$ cat config.mk
export PLATFORM = sky130hd
export DESIGN_NAME = ps2_host_tx
export DESIGN_NICKNAME = d
export VERILOG_FILES = /design/src/rtl/ps2_host_tx.sv
export SDC_FILE = /design/constraint.sdc
export NUM_CORES = 1
export LEC_CHECK = 0
export CAP_MARGIN = 25
export CORE_ASPECT_RATIO = 1.4
export CORE_MARGIN = 2
export CORE_UTILIZATION = 53
export DETAILED_ROUTE_END_ITERATION = 8
export GPL_ROUTABILITY_DRIVEN = 0
export PLACE_DENSITY = 0.75
export SLEW_MARGIN = 40
export SYNTH_ARGS = -nofsm -noshare
export SYNTH_HDL_FRONTEND = slang
export SYNTH_SLANG_ARGS = --single-unit
$ cat constraint.sdc
create_clock -name clk_in -period 2.4 [get_ports clk_in]
set_clock_uncertainty 0.1 [all_clocks]
set_input_delay 0.24 -clock clk_in [delete_from_list [all_inputs] [get_ports clk_in]]
set_output_delay 0.24 -clock clk_in [all_outputs]
set_load 0.05 [all_outputs]
$ cat src/rtl/ps2_host_tx.sv
// Host-to-device PS/2 command transmitter: inhibit, request-to-send, device-clocked
// shift of 8 data bits + odd parity + stop, then ack check. Top level owns the tristates.
module ps2_host_tx #(
  parameter int INHIBIT_CYCLES = 6500,
  parameter int START_CYCLES   = 650,
  parameter int LOG_TIMEOUT    = 21
) (
  input  logic       clk_in,
  input  logic       rst_n_in,
  input  logic [7:0] data_in,
  input  logic       valid_in,
  output logic       ready_out,
  output logic       busy_out,
  output logic       done_out,
  output logic       err_out,
  output logic [1:0] err_code_out,
  input  logic       ps2_clk_in,
  input  logic       ps2_data_in,
  output logic       ps2_clk_oe_out,
  output logic       ps2_data_oe_out
);

  localparam int TMAX = (INHIBIT_CYCLES > START_CYCLES) ? INHIBIT_CYCLES : START_CYCLES;
  localparam int TW   = $clog2(TMAX + 1);
  localparam logic [TW-1:0] INH_LAST   = TW'(INHIBIT_CYCLES - 1);
  localparam logic [TW-1:0] START_LAST = TW'(START_CYCLES - 1);

  typedef enum logic [2:0] {
    S_IDLE, S_INHIBIT, S_START, S_SEND, S_ACK, S_WAIT_IDLE
  } state_t;

  state_t state_q, state_d;

  logic clk_meta_q, clk_sync_q, clk_prev_q;
  logic data_meta_q, data_sync_q;
  logic fall, watch, timeout, accept;
  logic clk_oe, data_oe, done, err;
  logic [TW-1:0]          timer_q;
  logic [LOG_TIMEOUT-1:0] wd_q;
  logic [3:0]             bit_cnt_q;
  logic [8:0]             shift_q;
  logic                   data_bit_q;
  logic [1:0]             err_code_q, err_code_d;

  // Synchronizers reset to the idle (released, high) line level so no false fall
  // is seen after reset.
  // NOTE: sequential state uses non-blocking assignments so every flop samples
  // pre-edge values, which is what makes the 2-flop chain a real pipeline.
  always_ff @(posedge clk_in or negedge rst_n_in) begin
    if (!rst_n_in) begin
      clk_meta_q  <= 1'b1;
      clk_sync_q  <= 1'b1;
      clk_prev_q  <= 1'b1;
      data_meta_q <= 1'b1;
      data_sync_q <= 1'b1;
    end else begin
      clk_meta_q  <= ps2_clk_in;
      clk_sync_q  <= clk_meta_q;
      clk_prev_q  <= clk_sync_q;
      data_meta_q <= ps2_data_in;
      data_sync_q <= data_meta_q;
    end
  end

  assign fall    = clk_prev_q & ~clk_sync_q;
  assign watch   = (state_q == S_SEND) || (state_q == S_ACK) || (state_q == S_WAIT_IDLE);
  assign timeout = watch && (wd_q == '1);

  always_ff @(posedge clk_in or negedge rst_n_in) begin
    if (!rst_n_in) state_q <= S_IDLE;
    else           state_q <= state_d;
  end

  // NOTE: every signal is given a default before the case, so no path leaves one
  // unassigned and no latch is inferred.
  always_comb begin
    state_d    = state_q;
    clk_oe     = 1'b0;
    data_oe    = 1'b0;
    done       = 1'b0;
    err        = 1'b0;
    err_code_d = 2'b00;
    accept     = 1'b0;
    case (state_q)
      S_IDLE: begin
        if (valid_in) begin
          accept  = 1'b1;
          state_d = S_INHIBIT;
        end
      end
      S_INHIBIT: begin
        clk_oe = 1'b1;
        if (timer_q == INH_LAST) state_d = S_START;
      end
      S_START: begin
        clk_oe  = 1'b1;
        data_oe = 1'b1;
        if (timer_q == START_LAST) state_d = S_SEND;
      end
      S_SEND: begin
        data_oe = data_bit_q;
        if (fall && bit_cnt_q == 4'd9) state_d = S_ACK;
      end
      S_ACK: begin
        if (fall) begin
          if (data_sync_q) begin
            err        = 1'b1;
            err_code_d = 2'b10;
            state_d    = S_IDLE;
          end else begin
            state_d = S_WAIT_IDLE;
          end
        end
      end
      S_WAIT_IDLE: begin
        if (clk_sync_q && data_sync_q) begin
          done    = 1'b1;
          state_d = S_IDLE;
        end
      end
      default: state_d = S_IDLE;
    endcase
    // A line that has gone quiet too long aborts the transfer and releases both
    // lines in the same cycle; a completed handshake still wins.
    if (timeout && !done) begin
      err        = 1'b1;
      err_code_d = 2'b01;
      clk_oe     = 1'b0;
      data_oe    = 1'b0;
      state_d    = S_IDLE;
    end
  end

  always_ff @(posedge clk_in or negedge rst_n_in) begin
    if (!rst_n_in) begin
      timer_q    <= '0;
      wd_q       <= '0;
      bit_cnt_q  <= '0;
      shift_q    <= '0;
      data_bit_q <= 1'b0;
      err_code_q <= 2'b00;
    end else begin
      timer_q <= ((state_q == S_INHIBIT || state_q == S_START) && state_d == state_q)
                 ? timer_q + 1'b1 : '0;
      wd_q    <= (watch && state_d == state_q && !fall) ? wd_q + 1'b1 : '0;
      if (accept) begin
        shift_q    <= {~^data_in, data_in};
        bit_cnt_q  <= '0;
        data_bit_q <= 1'b1;
        err_code_q <= 2'b00;
      end else if (state_q == S_SEND && fall) begin
        bit_cnt_q <= bit_cnt_q + 1'b1;
        if (bit_cnt_q < 4'd9) begin
          data_bit_q <= ~shift_q[0];
          shift_q    <= {1'b0, shift_q[8:1]};
        end else begin
          data_bit_q <= 1'b0;
        end
      end
      if (err) err_code_q <= err_code_d;
    end
  end

  assign ready_out       = (state_q == S_IDLE);
  assign busy_out        = ~ready_out;
  assign done_out        = done;
  assign err_out         = err;
  assign err_code_out    = err ? err_code_d : err_code_q;
  assign ps2_clk_oe_out  = clk_oe;
  assign ps2_data_oe_out = data_oe;

endmodule

==> impl_metrics.ini, run 1 <==
[floorplan]
die_h_um = 97.2
ioPinCount = 21
rows = 33
die_x_um = 70.5
die_area_mm2 = 0.00685
coreArea_mm2 = 0.00595
start_util = 0.553

[pwr]
powerDensity_mw_per_mm2 = 571
swShare = 0.195
p_leak_uw = 0.00159
ir_worst_vdd_mv = 0.439
p_int_uw = 1840
combinationalPowerShare = 0.034
power.total_uw = 2290
power_switching_uw = 447
clockPowerShare = 0.534
power.share.sequential = 0.432

[clock_tree]
cts_tree = yes
cts_sinks = 58
htree_levels = 3
worstSkewPairLatency_ns = 0.35
clockBufferDepth = 2
clk_pin_slew_ns = 0.07
clock-root-buffer = clkbuf_8
numCtsBuffers = 9

[route]
viasPerCell = 5.75
drc = 0
wire_per_inst_um = 15.6
drt-pass1-iter-count = 5
routed_wl_mm = 6.98
drt-initial-drc-count = 159
vias = 2578
final_antenna_net_count = 0

[setup_path]
max_stage_delay_ns = 0.49
worstPathRequired_ns = 2.52
critPathKind = reg -> reg
cp.arrival_ns = 2.46
path_buf_inv = 0
path_max_fanout = 11
endpoint_kind = register
worstSetupStartpointType = register
path_cells = or3_4 -> or4_1 -> o211ai_2 -> o211a_2 -> nor3_1
critPathTopFamily = simple AND/OR/NAND/NOR gates
slowest_stage = or4_1

[timing]
worstMarginPinSlew_ns = 0.736
fin_tns_setup_ns = 0
slew_headroom = 0.509
finalWorstSetupSlack_ns = 0.0664
fin_crit_ns = 2.33
setup_viol = 0
finalHoldViolCount = 0
finalCritPeriodShare = 0.972
holdWs_ns = 0.199
clock.fmax_mhz = 429
drv_slew = 0

[synth]
synth_compound_gate_area_share = 0.0777
syn_avg_cell_area_um2 = 9.69
muxShareOfSynthArea = 0.0244
synth_edf_count = 0
synth_top_family_by_area = simple AND/OR/NAND/NOR gates
postSynthCellCount = 339
ys_ff_latch = 58
synthFlopType = dfrtp_1
synth_xor_area_frac = 0.0960
postSynth.asyncResetShare = 1.00
post_synth_instance_area_mm2 = 0.00329
synthAdderAreaFrac = 0.0228
yosysWarnings = 0
ys_seq_area_frac = 0.444
synth_simple_gate_area_frac = 0.290
syn-num-nets = 358
ys_types = 54

[job]
cap_viol_max_count = 0

[placement]
io_buffers = 20
dpl.hpwl_mm = 4.54
place_ws_ns = 0.0725

[final_layout]
diodes = 0
nets = 392
utilization = 0.674
multi_input_area_mm2 = 0.00174
syn_to_final_growth_pct = 22.0
n_fill_cell = 478
ff_latch_area_mm2 = 0.00146
layout-drive-gt1-share = 0.206

[grt]
antenna_found_initial = 0
grt_overflow = 0
grt_max_degree = 59
first_global_vias = 2543
grt_pass1_wl_mm = 11.7
grt_usage = 0.212

[outcome]
status = finished, final reports clean

[worst_hold_path]
worstHoldPathType = in -> reg
worst register-to-register path: stages, from the launching register on:
cell and delay [ns]:
dfrtp_1 0.42, or3_4 0.40, or4_1 0.49, o211ai_2 0.28, o211a_2 0.43, nor3_1 0.09
worst paths after layout:
kind | start | to | slack, ns | cells after the start
worst max-delay path | timer_q[4] | timer_q[2] | 0.07 | 5
worst min-delay path | ps2_data_in | data_meta_q | 0.20 | 1
worst max register to register | timer_q[4] | timer_q[2] | 0.07 | 5
worst min register to register | clk_meta_q | clk_sync_q | 0.26 | 0
max in group asynchronous | rst_n_in | state_q[2] | 1.20 | 3
min in group asynchronous | rst_n_in | bit_cnt_q[1] | 0.48 | 3
layer usage:
metal / vias to the layer above / global-route usage / wire length, um
met3: 17 / 0.0373 / 226
met5: - / 0 / 0
met2: 50 / 0.363 / 3690
met4: 0 / 0.102 / 182
li1: 1271 / - / -
met1: 1240 / 0.254 / 2880
synth_stat cells, types with 3 or more instances:
cell / count / share of area
nor2_1: 23 / 0.026
o21ai_0: 17 / 0.026
mux2i_1: 8 / 0.024
ha_1: 6 / 0.023
nor2b_1: 3 / 0.0057
dfrtp_1: 53 / 0.40
a21oi_1: 7 / 0.011
or4_1: 3 / 0.0069
clkbuf_1: 6 / 0.0069
nand2_1: 41 / 0.047
dfstp_2: 5 / 0.040
inv_1: 12 / 0.014
nor3_1: 33 / 0.050
nor4b_1: 3 / 0.0080
buf_2: 6 / 0.0091
nor4_1: 5 / 0.0095
nand3_1: 11 / 0.017
nor4_2: 8 / 0.030
xor2_1: 16 / 0.043
xnor2_1: 20 / 0.053
nand4_1: 11 / 0.021
and4_1: 3 / 0.0080
placed cells by master (no fill, tap or decap), drive strengths merged, types with 2 or more instances in the layout:
cell           count
a21oi              8
a31oi              2
and2               2
and4               4
buf               25
bufinv             4
clkbuf            11
clkdlybuf4s50     11
dfrtp             53
dfstp              5
dlymetal6s2s       2
ha                 6
inv               12
mux2i              8
nand2             41
nand2b             2
nand3             11
nand4             11
nor2              23
nor2b              3
nor3              33
nor3b              2
nor4              15
nor4b              5
o211a              2
o21a               2
o21ai             18
or3                2
or4                3
xnor2             20
xor2              16
final cells by class:
type | instances | area share
clock buffer | 11 | 0.0353
inverter | 12 | 0.0112
timing repair buffer | 39 | 0.101
sequential | 58 | 0.364
multi-input combinational | 253 | 0.435
tap | 70 | 0.0219
clock inverter | 5 | 0.0312
logic make-up after synthesis:
logic type / after synthesis
AOI/OAI and AO/OA: 39
xor gates and xnor gates: 36
adders and majority gates: 6
buffers and inverters: 29
DFF: 58
muxes: 8
and+or+nand+nor: 163
power by group through the flow:
stage	logic (uW)	registers (uW)	clock network (uW)
3_3_place_gp	76.5	1010	0
5_1_grt	86.4	989	1280
3_5_place_dp	77.7	1010	0
6_report	77.2	989	1220
4_1_cts	79.0	989	1230
2_1_floorplan	28.5	1010	0
sequential cells by signal, summed over array words and instances (netlist names):
signal / cells
wd_q: 21
timer_q: 13
shift_q: 9
bit_cnt_q: 4
state_q: 3
err_code_q: 2
clk_meta_q: 1
clk_prev_q: 1
clk_sync_q: 1
data_bit_q: 1
data_meta_q: 1
data_sync_q: 1
metrics by stage:
stage                     cells  instance area [um^2]
final                       448                  4010
after global routing        448                  4010
after CTS                   446                  3960
after detailed placement    428                  3670
after global placement      428                  3670
after floorplan             339                  3290
repair_timing:
item                                    CTS  global route
pin swaps                                 1             3
setup buffers                             1             1
hold buffers                              1             0
endpoints found under the setup margin    2            17
resized for setup                         1             9
gates cloned                              0             1
endpoints found under the hold margin    53             0
(Power assumes the default switching activity.)
==> run 2: changes to the inputs <==
- SKIP_LAST_GASP: not set -> 1
- TNS_END_PERCENT: not set -> 1
==> run 2 against run 1 <==
Sequential share of layout area grew 0.21 points. Clock power hardly changed. Core utilization shrank 0.44 points. Total power about the same. Final cell count down 0.22%. Global-route usage did not move. Final area fell by 0.66%. Critical path type is now reg -> out.
==> impl_metrics.ini, run 2 (synthesized netlist as in run 1, its figures left out) <==
[setup_path]
r2r_cells = 5
cp.arrival_ns = 2.03
critPathKind = reg -> out
endpoint_kind = output port
crit_cells = 4
path_cells = buf_4 -> nor3_2 -> inv_1 -> clkdlybuf4s50_1
worstSetupStartpointType = register
worstPathRequired_ns = 2.06
critPathTopFamily = buffers and inverters
max_stage_delay_ns = 0.70
slowest_stage = clkdlybuf4s50_1
path_buf_inv = 3
path_max_fanout = 8

[floorplan]
ioPinCount = 21
coreArea_mm2 = 0.00595
die_x_um = 70.5
start_util = 0.553
die_area_mm2 = 0.00685
rows = 33
die_h_um = 97.2

[timing]
finalCritPeriodShare = 0.986
fin_crit_ns = 2.37
grt_setup_unrepaired = true
slew_headroom = 0.509
finalHoldViolCount = 0
finalWorstSetupSlack_ns = 0.0332
setup_viol = 0
worstMarginPinSlew_ns = 0.736
drv_slew = 0
clock.fmax_mhz = 423
fin_tns_setup_ns = 0

[final_layout]
final_cell_mix = 52 x dfrtp_1, 41 x nand2_1, 32 x nor3_1, 21 x nor2_1, 20 x xnor2_1
nets = 391
top_register = wd_q
syn_to_final_growth_pct = 21.2
diodes = 0
layout-drive-gt1-share = 0.196
largest_reg_flops = 21
reg.largest.list = wd_q: 21 flops, timer_q: 13 flops, shift_q: 9 flops
fin_cells = 447
layout_commonest_cell = dfrtp_1

[route]
drc = 0
wire_per_inst_um = 15.3
vias = 2560
routed_wl_mm = 6.85
drt-initial-drc-count = 139
viasPerCell = 5.73
final_antenna_net_count = 0
drt-pass1-iter-count = 4

[pwr]
ir_worst_vdd_mv = 0.438
powerDensity_mw_per_mm2 = 575
p_leak_uw = 0.00156

[grt]
grt_usage = 0.212
grt_overflow = 0
grt_max_degree = 59
antenna_found_initial = 0
grt_pass1_wl_mm = 11.7
first_global_vias = 2543

[clock_tree]
clk_pin_slew_ns = 0.07
htree_levels = 3
cts_tree = yes
clock-root-buffer = clkbuf_8
cts_sinks = 58
worstSkewPairLatency_ns = 0.35
numCtsBuffers = 9
clockBufferDepth = 2

[outcome]
status = finished, final reports clean

[placement]
place_ws_ns = 0.0725
dp_cells = 428
dpl.hpwl_mm = 4.54
io_buffers = 20

[worst_hold_path]
worstHoldPathCells = 1
worstHoldPathType = in -> reg

[job]
cap_viol_max_count = 0
run 2: changes by cell type in the layout (fill, tap and decap cells not counted):
cell             change
buf_4                -1
nor2_1               +2
o22ai_2              +1
dlymetal6s2s_1       -2
o22ai_4              -1
dfrtp_1              +1
nor2_2               -2
dfrtp_2              -1
clkdlybuf4s50_1      +2
run 2: final cells by class:
cell class | instances | area [um^2]
Inverter | 12 | 45.0
Sequential cell | 58 | 1460
Fill cell | 486 | 1960
Timing Repair Buffer | 38 | 393
Multi-Input combinational cell | 253 | 1730
Clock inverter | 5 | 125
Tap cell | 70 | 87.6
Clock buffer | 11 | 141
run 2: worst reg2reg max path: cells and delay by family, from the launching register on:
kind,cells,cell delay [ns]
simple gates,3,0.98
compound gates,2,0.69
flops,1,0.42
run 2: repair_timing:
item	CTS	global route
hold buffers	1	0
endpoints found under the hold margin	53	0
pin swaps	1	1
cloned	0	1
setup buffers	1	0
setup endpoints to repair	2	17
resized for setup	1	3
run 2: where the power goes:
| part | leakage, uW | internal (uW) | switching, uW |
|---|---|---|---|
| sequential | 0.000741 | 985 | 3.83 |
| clock | 0.000134 | 822 | 401 |
| combinational | 0.000691 | 36.5 | 40.7 |
run 2: per-layer routing:
| metal | vias to the layer above | global-route usage | wire [um] |
|---|---|---|---|
| li1 | 1265 | - | - |
| met1 | 1227 | 0.254 | 2800 |
| met2 | 51 | 0.363 | 3590 |
| met3 | 17 | 0.0373 | 250 |
| met4 | 0 | 0.102 | 209 |
| met5 | - | 0 | 0 |
run 2: worst paths after layout:
path,from,endpoint,slack (ns)
setup reg to reg,timer_q[4],timer_q[2],0.08
max in group asynchronous,rst_n_in,state_q[2],1.20
hold / removal,ps2_data_in,data_meta_q,0.20
hold reg to reg,clk_meta_q,clk_sync_q,0.26
min in group asynchronous,rst_n_in,bit_cnt_q[1],0.48
setup / recovery,state_q[0],busy_out,0.03
run 2: through the flow:
step           total power (uW)  cell area [um^2]  hold slack [ns]   util
2_1_floorplan              1030              3290           -0.156      -
3_3_place_gp               1080              3670            0.248  0.618
3_5_place_dp               1080              3670            0.247  0.618
4_1_cts                    2300              3960            0.202  0.666
5_1_grt                    2360              3980            0.202  0.670
6_report                   2290              3980            0.202  0.670
